## src/rtl/arp_sample_gen.sv

```systemverilog
// Arpeggiated tone sample generator.
// A phase accumulator is stepped once per sample period by the increment of
// the current arpeggio note (root, major third, fifth, octave). The new phase
// is shaped arithmetically into a saw, square, triangle or silent sample.
// A note sequencer advances the arpeggio every NOTE_SAMPLES samples.
module arp_sample_gen #(
    parameter int SAMPLE_DIV   = 2048,  // clk cycles per sample period, >= 2
    parameter int NOTE_SAMPLES = 12207, // samples per arpeggio note, >= 1
    parameter int PHASE_BITS   = 24,    // phase accumulator / increment width
    parameter int OUT_BITS     = 8      // sample width, <= PHASE_BITS - 1
) (
    input  logic                  clk,
    input  logic                  rst_n,
    input  logic                  enable,
    input  logic [PHASE_BITS-1:0] base_inc,
    input  logic [1:0]            mode,
    input  logic [1:0]            wave_sel,
    output logic [OUT_BITS-1:0]   sample_out,
    output logic                  sample_strobe,
    output logic [1:0]            note_idx,
    output logic                  note_strobe
);

    // ------------------------------------------------------------------
    // Local types and constants
    // ------------------------------------------------------------------
    typedef enum logic [1:0] {
        ARP_UP     = 2'b00,
        ARP_DOWN   = 2'b01,
        ARP_UPDOWN = 2'b10,
        ARP_HOLD   = 2'b11
    } arp_mode_e;

    typedef enum logic [1:0] {
        WAVE_SAW     = 2'b00,
        WAVE_SQUARE  = 2'b01,
        WAVE_TRI     = 2'b10,
        WAVE_SILENCE = 2'b11
    } wave_e;

    // Counter widths never collapse to zero, even for degenerate parameters.
    localparam int DIV_W  = (SAMPLE_DIV   > 1) ? $clog2(SAMPLE_DIV)   : 1;
    localparam int NOTE_W = (NOTE_SAMPLES > 1) ? $clog2(NOTE_SAMPLES) : 1;

    localparam logic [DIV_W-1:0]    DIV_LAST  = DIV_W'(SAMPLE_DIV - 1);
    localparam logic [NOTE_W-1:0]   NOTE_LAST = NOTE_W'(NOTE_SAMPLES - 1);
    localparam logic [OUT_BITS-1:0] MIDSCALE  = {1'b1, {(OUT_BITS-1){1'b0}}};
    localparam logic [OUT_BITS-1:0] ALL_ONES  = {OUT_BITS{1'b1}};

    // ------------------------------------------------------------------
    // State
    // ------------------------------------------------------------------
    logic [DIV_W-1:0]      div_cnt_q;
    logic [NOTE_W-1:0]     note_cnt_q;
    logic [PHASE_BITS-1:0] phase_q;
    logic [1:0]            note_idx_q;
    logic                  dir_q;        // up-down direction: 0 up, 1 down
    logic                  ud_active_q;  // last advance was made in up-down mode
    logic [OUT_BITS-1:0]   sample_q;
    logic                  sample_strobe_q;
    logic                  note_strobe_q;

    // ------------------------------------------------------------------
    // Combinational helpers
    // ------------------------------------------------------------------
    logic                  sample_edge;
    logic                  note_last;
    logic                  note_advance;

    assign sample_edge  = enable && (div_cnt_q == DIV_LAST);
    assign note_last    = (note_cnt_q == NOTE_LAST);
    assign note_advance = sample_edge && note_last;

    // Note increments are formed one bit wider, then wrapped back to the
    // accumulator width; the octave aliases for large root increments.
    logic [PHASE_BITS:0]   base_ext;
    logic [PHASE_BITS:0]   inc_third_w;
    logic [PHASE_BITS:0]   inc_fifth_w;
    logic [PHASE_BITS:0]   inc_oct_w;
    logic [PHASE_BITS-1:0] inc_sel;
    logic [PHASE_BITS-1:0] phase_n;

    assign base_ext    = {1'b0, base_inc};
    assign inc_third_w = base_ext + (base_ext >> 2);
    assign inc_fifth_w = base_ext + (base_ext >> 1);
    assign inc_oct_w   = base_ext << 1;

    // Select the increment of the note currently sounding.
    always_comb begin
        // NOTE: every always_comb output gets a default first so no path
        // leaves it unassigned, which would infer a latch.
        inc_sel = base_inc;
        case (note_idx_q)
            2'd0:    inc_sel = base_inc;
            2'd1:    inc_sel = inc_third_w[PHASE_BITS-1:0];
            2'd2:    inc_sel = inc_fifth_w[PHASE_BITS-1:0];
            2'd3:    inc_sel = inc_oct_w[PHASE_BITS-1:0];
            default: inc_sel = base_inc;
        endcase
    end

    assign phase_n = phase_q + inc_sel;

    // Waveform shaping from the upper phase bits of the next phase.
    logic [OUT_BITS-1:0] top;
    logic [OUT_BITS-1:0] top_dbl;
    logic                msb;
    logic [OUT_BITS-1:0] wave_n;

    assign top     = phase_n[PHASE_BITS-1 -: OUT_BITS];
    assign top_dbl = top << 1;
    assign msb     = phase_n[PHASE_BITS-1];

    // Map the next phase to a sample according to the selected waveform.
    always_comb begin
        wave_n = MIDSCALE;
        case (wave_e'(wave_sel))
            WAVE_SAW:     wave_n = top;
            WAVE_SQUARE:  wave_n = msb ? ALL_ONES : '0;
            WAVE_TRI:     wave_n = msb ? ~top_dbl : top_dbl;
            WAVE_SILENCE: wave_n = MIDSCALE;
            default:      wave_n = MIDSCALE;
        endcase
    end

    // ------------------------------------------------------------------
    // Arpeggio advance candidate (applied only on a note advance)
    // ------------------------------------------------------------------
    logic [1:0] note_idx_d;
    logic       dir_d;
    logic       ud_active_d;
    logic       eff_down;

    // Work out the next note index and up-down direction for the current mode.
    always_comb begin
        note_idx_d  = note_idx_q;
        dir_d       = dir_q;
        eff_down    = 1'b0;
        ud_active_d = (arp_mode_e'(mode) == ARP_UPDOWN);
        case (arp_mode_e'(mode))
            ARP_UP:   note_idx_d = note_idx_q + 2'd1;
            ARP_DOWN: note_idx_d = note_idx_q - 2'd1;
            ARP_HOLD: note_idx_d = 2'd0;
            ARP_UPDOWN: begin
                // Entering up-down from another mode restarts upward; the
                // endpoints always turn around so no end note repeats.
                eff_down = ud_active_q ? dir_q : 1'b0;
                if (note_idx_q == 2'd3) begin
                    eff_down = 1'b1;
                end else if (note_idx_q == 2'd0) begin
                    eff_down = 1'b0;
                end
                note_idx_d = eff_down ? (note_idx_q - 2'd1) : (note_idx_q + 2'd1);
                if (note_idx_d == 2'd3) begin
                    dir_d = 1'b1;
                end else if (note_idx_d == 2'd0) begin
                    dir_d = 1'b0;
                end else begin
                    dir_d = eff_down;
                end
            end
            default: note_idx_d = note_idx_q;
        endcase
    end

    // ------------------------------------------------------------------
    // Sequential logic
    // ------------------------------------------------------------------

    // Sample-period divider: counts while enabled, parked at zero when paused.
    always_ff @(posedge clk or negedge rst_n) begin
        // NOTE: registers use non-blocking assignments so every flop samples
        // the pre-edge values of the others, independent of block order.
        if (!rst_n) begin
            div_cnt_q <= '0;
        end else if (!enable) begin
            div_cnt_q <= '0;
        end else if (sample_edge) begin
            div_cnt_q <= '0;
        end else begin
            div_cnt_q <= div_cnt_q + DIV_W'(1);
        end
    end

    // Phase accumulator, output sample and sample strobe.
    always_ff @(posedge clk or negedge rst_n) begin
        if (!rst_n) begin
            phase_q         <= '0;
            sample_q        <= MIDSCALE;
            sample_strobe_q <= 1'b0;
        end else if (!enable) begin
            sample_q        <= MIDSCALE;
            sample_strobe_q <= 1'b0;
        end else begin
            sample_strobe_q <= sample_edge;
            if (sample_edge) begin
                phase_q  <= phase_n;
                sample_q <= wave_n;
            end
        end
    end

    // Note sequencer: counts samples per note and advances the arpeggio.
    always_ff @(posedge clk or negedge rst_n) begin
        if (!rst_n) begin
            note_cnt_q    <= '0;
            note_idx_q    <= 2'd0;
            dir_q         <= 1'b0;
            ud_active_q   <= 1'b0;
            note_strobe_q <= 1'b0;
        end else if (!enable) begin
            note_strobe_q <= 1'b0;
        end else begin
            note_strobe_q <= note_advance;
            if (sample_edge) begin
                if (note_last) begin
                    note_cnt_q  <= '0;
                    note_idx_q  <= note_idx_d;
                    dir_q       <= dir_d;
                    ud_active_q <= ud_active_d;
                end else begin
                    note_cnt_q <= note_cnt_q + NOTE_W'(1);
                end
            end
        end
    end

    // ------------------------------------------------------------------
    // Outputs
    // ------------------------------------------------------------------
    assign sample_out    = sample_q;
    assign sample_strobe = sample_strobe_q;
    assign note_idx      = note_idx_q;
    assign note_strobe   = note_strobe_q;

endmodule
```

## config.mk

```make
export PLATFORM = sky130hd
export DESIGN_NAME = arp_sample_gen
export DESIGN_NICKNAME = d
export VERILOG_FILES = /design/src/rtl/arp_sample_gen.sv
export SDC_FILE = /design/constraint.sdc
export NUM_CORES = 1
export LEC_CHECK = 0
export BUFFER_PORTS_ARGS = -buffer_cell sky130_fd_sc_hd__buf_2
export CORE_MARGIN = 1
export CORE_UTILIZATION = 50
export DETAILED_ROUTE_END_ITERATION = 6
export PLACE_DENSITY = 0.68
export SLEW_MARGIN = 20
export SYNTH_ARGS = -nofsm -noshare
export SYNTH_HDL_FRONTEND = slang
export SYNTH_SLANG_ARGS = --single-unit
export TNS_END_PERCENT = 20
```

## constraint.sdc

```tcl
create_clock -name clk -period 17 [get_ports clk]
set_clock_uncertainty 0.05 [all_clocks]
set_input_delay 2.55 -clock clk [delete_from_list [all_inputs] [get_ports clk]]
set_output_delay 2.55 -clock clk [all_outputs]
set_load 0.02 [all_outputs]
```

-- Yosys cells after proc, flatten, opt, wreduce, memory -nomap -nowiden
Index checks and enable logic that the tools add are counted.
- flip-flop bits (word level): 63
- latch bits: 0
- bits in writable memories: 0
- bits in read-only memories: 0
- memories: 0
- add/subtract/negate cells: 7
- multiply operators: 0
- divide/modulo/power cells: 0
- $lt $le $gt $ge: 0
- eq/ne operators: 13
- shift-type cells: 0
- mux-type cells: 19
- bitwise gates (word level): 1
- reductions and logical operators: 9
- operators by type and width (cell ; number):
    one-hot mux 24 bit (4 select lines) ; 1
    two-way mux 8 bit ; 4
    one-hot mux 8 bit (4 select lines) ; 1
    adder 24 x 22 -> 24 bit ; 1
    adder 24 x 23 -> 24 bit ; 1
    adder 24 bit ; 1
    two-way mux 11 bit ; 2
    adder 14 x 1 -> 14 bit (second input constant) ; 1
    == test 14 bit (second input constant) ; 1
    == test 2 bit (second input constant) ; 7
    two-way mux 14 bit ; 1
    adder 11 x 1 -> 11 bit (second input constant) ; 1
    == test 11 bit (second input constant) ; 1
    logical NOT 2 bit ; 4
    two-way mux 1 bit ; 8
    inverter 8 bit ; 1
    one-hot mux 2 bit (4 select lines) ; 1
    == test 2 x 1 -> 1 bit (second input constant) ; 3
    AND reduction 4 bit ; 1
    AND reduction 3 bit ; 1
    adder 2 x 1 -> 2 bit (second input constant) ; 1
    logical AND 1 bit ; 2
    two-way mux 2 bit ; 1
    != test 2 x 1 -> 1 bit (second input constant) ; 1
    other kinds (2) ; 2

-- Logic depth before layout (Yosys ltp)
- depth after elaboration: 8
- gate-level depth with buffers: 28

-- Least setup slack after synthesis
Ideal clock, no wire load.
- kind: input port to flip-flop
- start point: input port base_inc[12]
- end point: register sample_q[6], in the netlist sample_out[6]
- arrival: 6.879 ns
- required time: 16.863 ns
- path slack: 9.984 ns
- cell stages on the path: 20
- cell sequence: mux2_2 > ha_1 > buf_2 > a21o_1 > a21o_1 > a211o_1 > a31oi_1 > o21ai_1 > a221oi_1 > xor2_1 > o221ai_1 > ha_1 > a21o_2 > a211o_1 > a41oi_1 > o22ai_1 > a211oi_2 > xnor2_1 > or4b_4 > o211ai_1
- word-level cells in the longest chain between the ends: 8
- elaborated cells on any way between the ends: 10
- classes of those cells: 3 x add/sub; 6 x mux; 1 x bitwise
- RTL lines (what ; RTL line ; source):
    start: declaration ; 15 ; input logic [PHASE_BITS-1:0] base_inc,
    adder 24 x 22 -> 24 bit / adder 24 x 23 -> 24 bit (equally long branches) ; 84, 85 ;
    one-hot mux 24 bit (4 select lines) * ; 93 ; case (note_idx_q)
    adder 24 bit * ; 102 ; assign phase_n = phase_q + inc_sel;
    inverter 8 bit ; 120 ; WAVE_TRI: wave_n = msb ? ~top_dbl : top_dbl;
    two-way mux 8 bit ; 120 ;
    one-hot mux 8 bit (4 select lines) * ; 117 ; case (wave_e'(wave_sel))
    two-way mux 8 bit * ; 196 ; if (sample_edge) begin
    two-way mux 8 bit * ; 191 ; end else if (!enable) begin
    end signal: assignment ; 198 ; sample_q <= wave_n;
    end: declaration ; 59 ; logic [OUT_BITS-1:0] sample_q;
Every way passes the cells marked *; elsewhere a longest branch is shown, timed or not. The select of a mux whose other input is x is not followed.
A chain may end at the register's enable or synchronous reset.

-- Worst setup path after layout
- start point: input port base_inc[1]
- end point: register sample_q[3], in the netlist sample_out[3]
- word-level cells in the longest chain between the ends: 8
- elaborated cells on any way between the ends: 10
- classes of those cells: 3 x add/sub; 6 x mux; 1 x bitwise
- RTL lines (what ; RTL line):
    adder 24 x 23 -> 24 bit / adder 24 x 22 -> 24 bit (equally long branches) ; 85, 84
    one-hot mux 24 bit (4 select lines) * ; 93
    adder 24 bit * ; 102
    inverter 8 bit ; 120
    two-way mux 8 bit ; 120
    one-hot mux 8 bit (4 select lines) * ; 117
    two-way mux 8 bit * ; 196
    two-way mux 8 bit * ; 191
Marks and branches as above.

==> impl_metrics.tcl <==
set metrics [dict create \
    status "complete, no violations" \
    die_h_um 111 \
    hold_viol_final 0 \
    intPower_uw 298 \
    maxCapViolCount 0 \
    post_cts_resized 0 \
    cts_tree "done" \
    synth.yosys.seq_area_share_pct 26.8 \
    cts.path.max_buffers 2 \
    start_util_pct 51.4 \
    combPwrFrac_pct 18.7 \
    placed_cell_area_sq_um 6180 \
    fillers 1050 \
    tns_ns 0 \
    stdcell_area_sq_um 6480 \
    hp-class "reg2reg" \
    seqCellArea_sq_um 1580 \
    top_layer_used "met4" \
    netlist_instances 712 \
    wl_per_cell_um 15.4 \
    h-tree-depth 3 \
    p_total_uw 407 \
    layout_setup_ws_ns 9.38 \
    period_needed_ns 7.62 \
    cts.sinks 63 \
    area_growth_pct 9.89 \
    std_cell_rows 39 \
    wl_met1_um 6830 \
    syn-num-nets 802 \
    antenna_found_initial 0 \
    yosysWarningCount 0 \
    ys_seq_elements 63 \
    clockRootBuffer "clkbuf_16" \
    fmax_mhz 131 \
    max-slew-margin-rel_pct 32.8 \
    p_sw_share_pct 26.8 \
    worstPathMaxFanout 13 \
    clkTransAtPathRegs_ns 0.05 \
    grt_pass1_wl_um 23700 \
    drt-initial-drc-count 260 \
    postRouteWirelength_um 13600 \
    drive_gt1_share_pct 12.9 \
    post_cts_buffers 0 \
    track_usage_pct 23.2 \
    grt_max_degree 64 \
    yosysUniqueCellTypes 77 \
    synth_area_leaders "dfrtp_1 26%, ha_1 12%, nand2_1 6.2%" \
    route.vias.total 5281 \
    final_cell_mix "98 x nand2_1, 63 x o21ai_0, 62 x dfrtp_1" \
    layout_commonest_cell "nand2_1" \
    rsz0062_at_grt "no" \
    arrival_ns 7.81 \
    overflow 0 \
    clockPowerShare_pct 44.2 \
    io_pins 43 \
    numCtsBuffers 9 \
    core_area_sq_um 11500 \
    required_ns 17.19 \
    clk_latency_ns 0.33 \
    finish.net_count 831 \
    synth_edf_count 0 \
    power_density_nw_per_um2 62.8 \
    critPathKind "in2reg" \
    setup_viol 0 \
    vdd_drop_max_uv 68.0 \
    dr_wl_met2_um 6150 \
    drc 0 \
    cp-end-kind "register" \
    fin_cells 887 \
    yosys.area.top_type "dfrtp_1" \
    start_kind "primary input" \
    diodes 0 \
    avgSynthCellArea_sq_um 8.28 \
    tightest_slew_ns 1.01 \
    yosysTopAreaCellShare_pct 26.3 \
    p_leak_nw 3.01 \
    finalMaxSlewViolations 0 \
    ant_nets 0 \
    post-route-period-util_pct 44.8 \
    gp_congestion 0.855 \
    die_w_um 111 \
    fp.dieArea_sq_um 12200 \
    vias_per_cell 5.95 \
    dp_cells 873 \
    io_buffers 42 \
    syn_area_sq_um 5900 \
    cts_hold_buf 0 \
    async_reset_ff_share_pct 100 \
    multi_input_area_sq_um 4090 \
    ys.flop_type "dfrtp_1" \
    power_switching_uw 109 \
    p_seq_share_pct 37.2 \
    hpwl_um 10100 \
    met3_length_um 433 \
    dr.pass1.iters 4 \
    pre_cts_slack_ns 8.81 \
    first_global_vias 5000 \
]
[cell usage after synthesis (3+ instances only)]
| cell | count |
|---|---|
| ha_1 | 57 |
| or3_1 | 3 |
| a31oi_1 | 4 |
| mux2_2 | 13 |
| a221oi_1 | 11 |
| inv_1 | 29 |
| a211oi_1 | 6 |
| xnor2_1 | 34 |
| nor2_1 | 47 |
| nand2_1 | 98 |
| o21bai_1 | 5 |
| a22oi_1 | 5 |
| and2_1 | 6 |
| nor3_1 | 8 |
| o21a_1 | 7 |
| or2_2 | 3 |
| buf_2 | 3 |
| dfrtp_1 | 62 |
| nand4b_1 | 3 |
| a211o_1 | 3 |
| nand3_1 | 24 |
| nand4_1 | 6 |
| nand2b_1 | 6 |
| a21oi_1 | 45 |
| o221ai_1 | 6 |
| a21o_1 | 19 |
| o31ai_1 | 4 |
| and3_1 | 7 |
| clkbuf_1 | 20 |
| nor2b_1 | 5 |
| a32oi_1 | 3 |
| o21ai_1 | 3 |
| o21ai_0 | 63 |
| xor2_1 | 31 |
| o211ai_1 | 10 |
[cells by family (layout without fill, tap and decap cells)]
group	count (synthesis)	count (layout)	share of synthesized area [%]
compound gates	222	222	25.5
xor+xnor	65	65	9.66
fa+ha+maj	59	59	12.8
buf+inv	57	89	3.99
flops	63	63	26.8
mux	15	15	2.82
simple gates	231	231	18.5
[layer usage]
| layer | up-vias | global-route usage (%) |
|---|---|---|
| met5 | - | 0 |
| met4 | 0 | 6.84 |
| met3 | 17 | 3.18 |
| met2 | 105 | 36.5 |
| met1 | 2505 | 33.0 |
| li1 | 2654 | - |
[final cells by class]
class	count	area share (%)
Multi-Input combinational cell	592	63.1
Sequential cell	63	24.4
Clock buffer	10	3.69
Timing Repair Buffer	45	3.59
Tap cell	143	2.76
Inverter	30	1.74
Clock inverter	4	0.734
[flip-flops by register name, summed over array words and instances (netlist names)]
signal and flops:
dir_q 1, div_cnt_q 11, note_cnt_q 14, note_idx 2, note_strobe 1, phase_q 24
sample_out 8, sample_strobe 1, ud_active_q 1
[final timing paths]
path	start	end	slack [ns]	cells past startpoint
worst max-delay path	base_inc[1]	sample_out[3]$_DFFE_PN0P_	9.38	23
worst min-delay path	phase_q[15]$_DFFE_PN0P_	phase_q[15]$_DFFE_PN0P_	0.44	2
worst max register to register	note_idx[0]$_DFFE_PN0P_	sample_out[3]$_DFFE_PN0P_	10.24	23
worst min register to register	phase_q[15]$_DFFE_PN0P_	phase_q[15]$_DFFE_PN0P_	0.44	2
max in group asynchronous	rst_n	sample_strobe$_DFF_PN0_	14.03	2
min in group asynchronous	rst_n	note_cnt_q[4]$_DFFE_PN0P_	2.33	2
[worst max-delay path, cell delays in order]
cell and delay (ns):
buf_2 0.12, nand2_1 0.06, o21ai_0 0.11, ha_1 0.28
inv_1 0.08, fa_1 0.21, nor2b_1 0.06, o21a_1 0.20
a311o_1 0.40, a31oi_1 0.34, o21ai_1 0.14, a221oi_1 0.47
xor2_1 0.19, o221ai_1 0.17, ha_1 0.34, a21o_2 0.22
a211o_1 0.33, a41oi_1 0.20, o22ai_1 0.11, a211oi_2 0.29
xnor2_2 0.25, or4b_4 0.58, o211ai_1 0.11
[power groups by stage]
stage	Combinational (mW)	Sequential, mW	Clock [mW]
after floorplan	0.0545	0.154	0
after global placement	0.0733	0.154	0
after detailed placement	0.0750	0.154	0
after CTS	0.0755	0.151	0.183
after global routing	0.0848	0.151	0.189
final	0.0759	0.151	0.180
[through the flow]
| step | util [%] | hold slack [ns] |
|---|---|---|
| after global placement | 53.9 | 0.412 |
| final | 56.5 | 0.436 |
| after floorplan | - | 0.395 |
| after global routing | 56.5 | 0.463 |
| after CTS | 56.4 | 0.444 |
| after detailed placement | 53.9 | 0.427 |
Power figures use the tool's default switching activity.
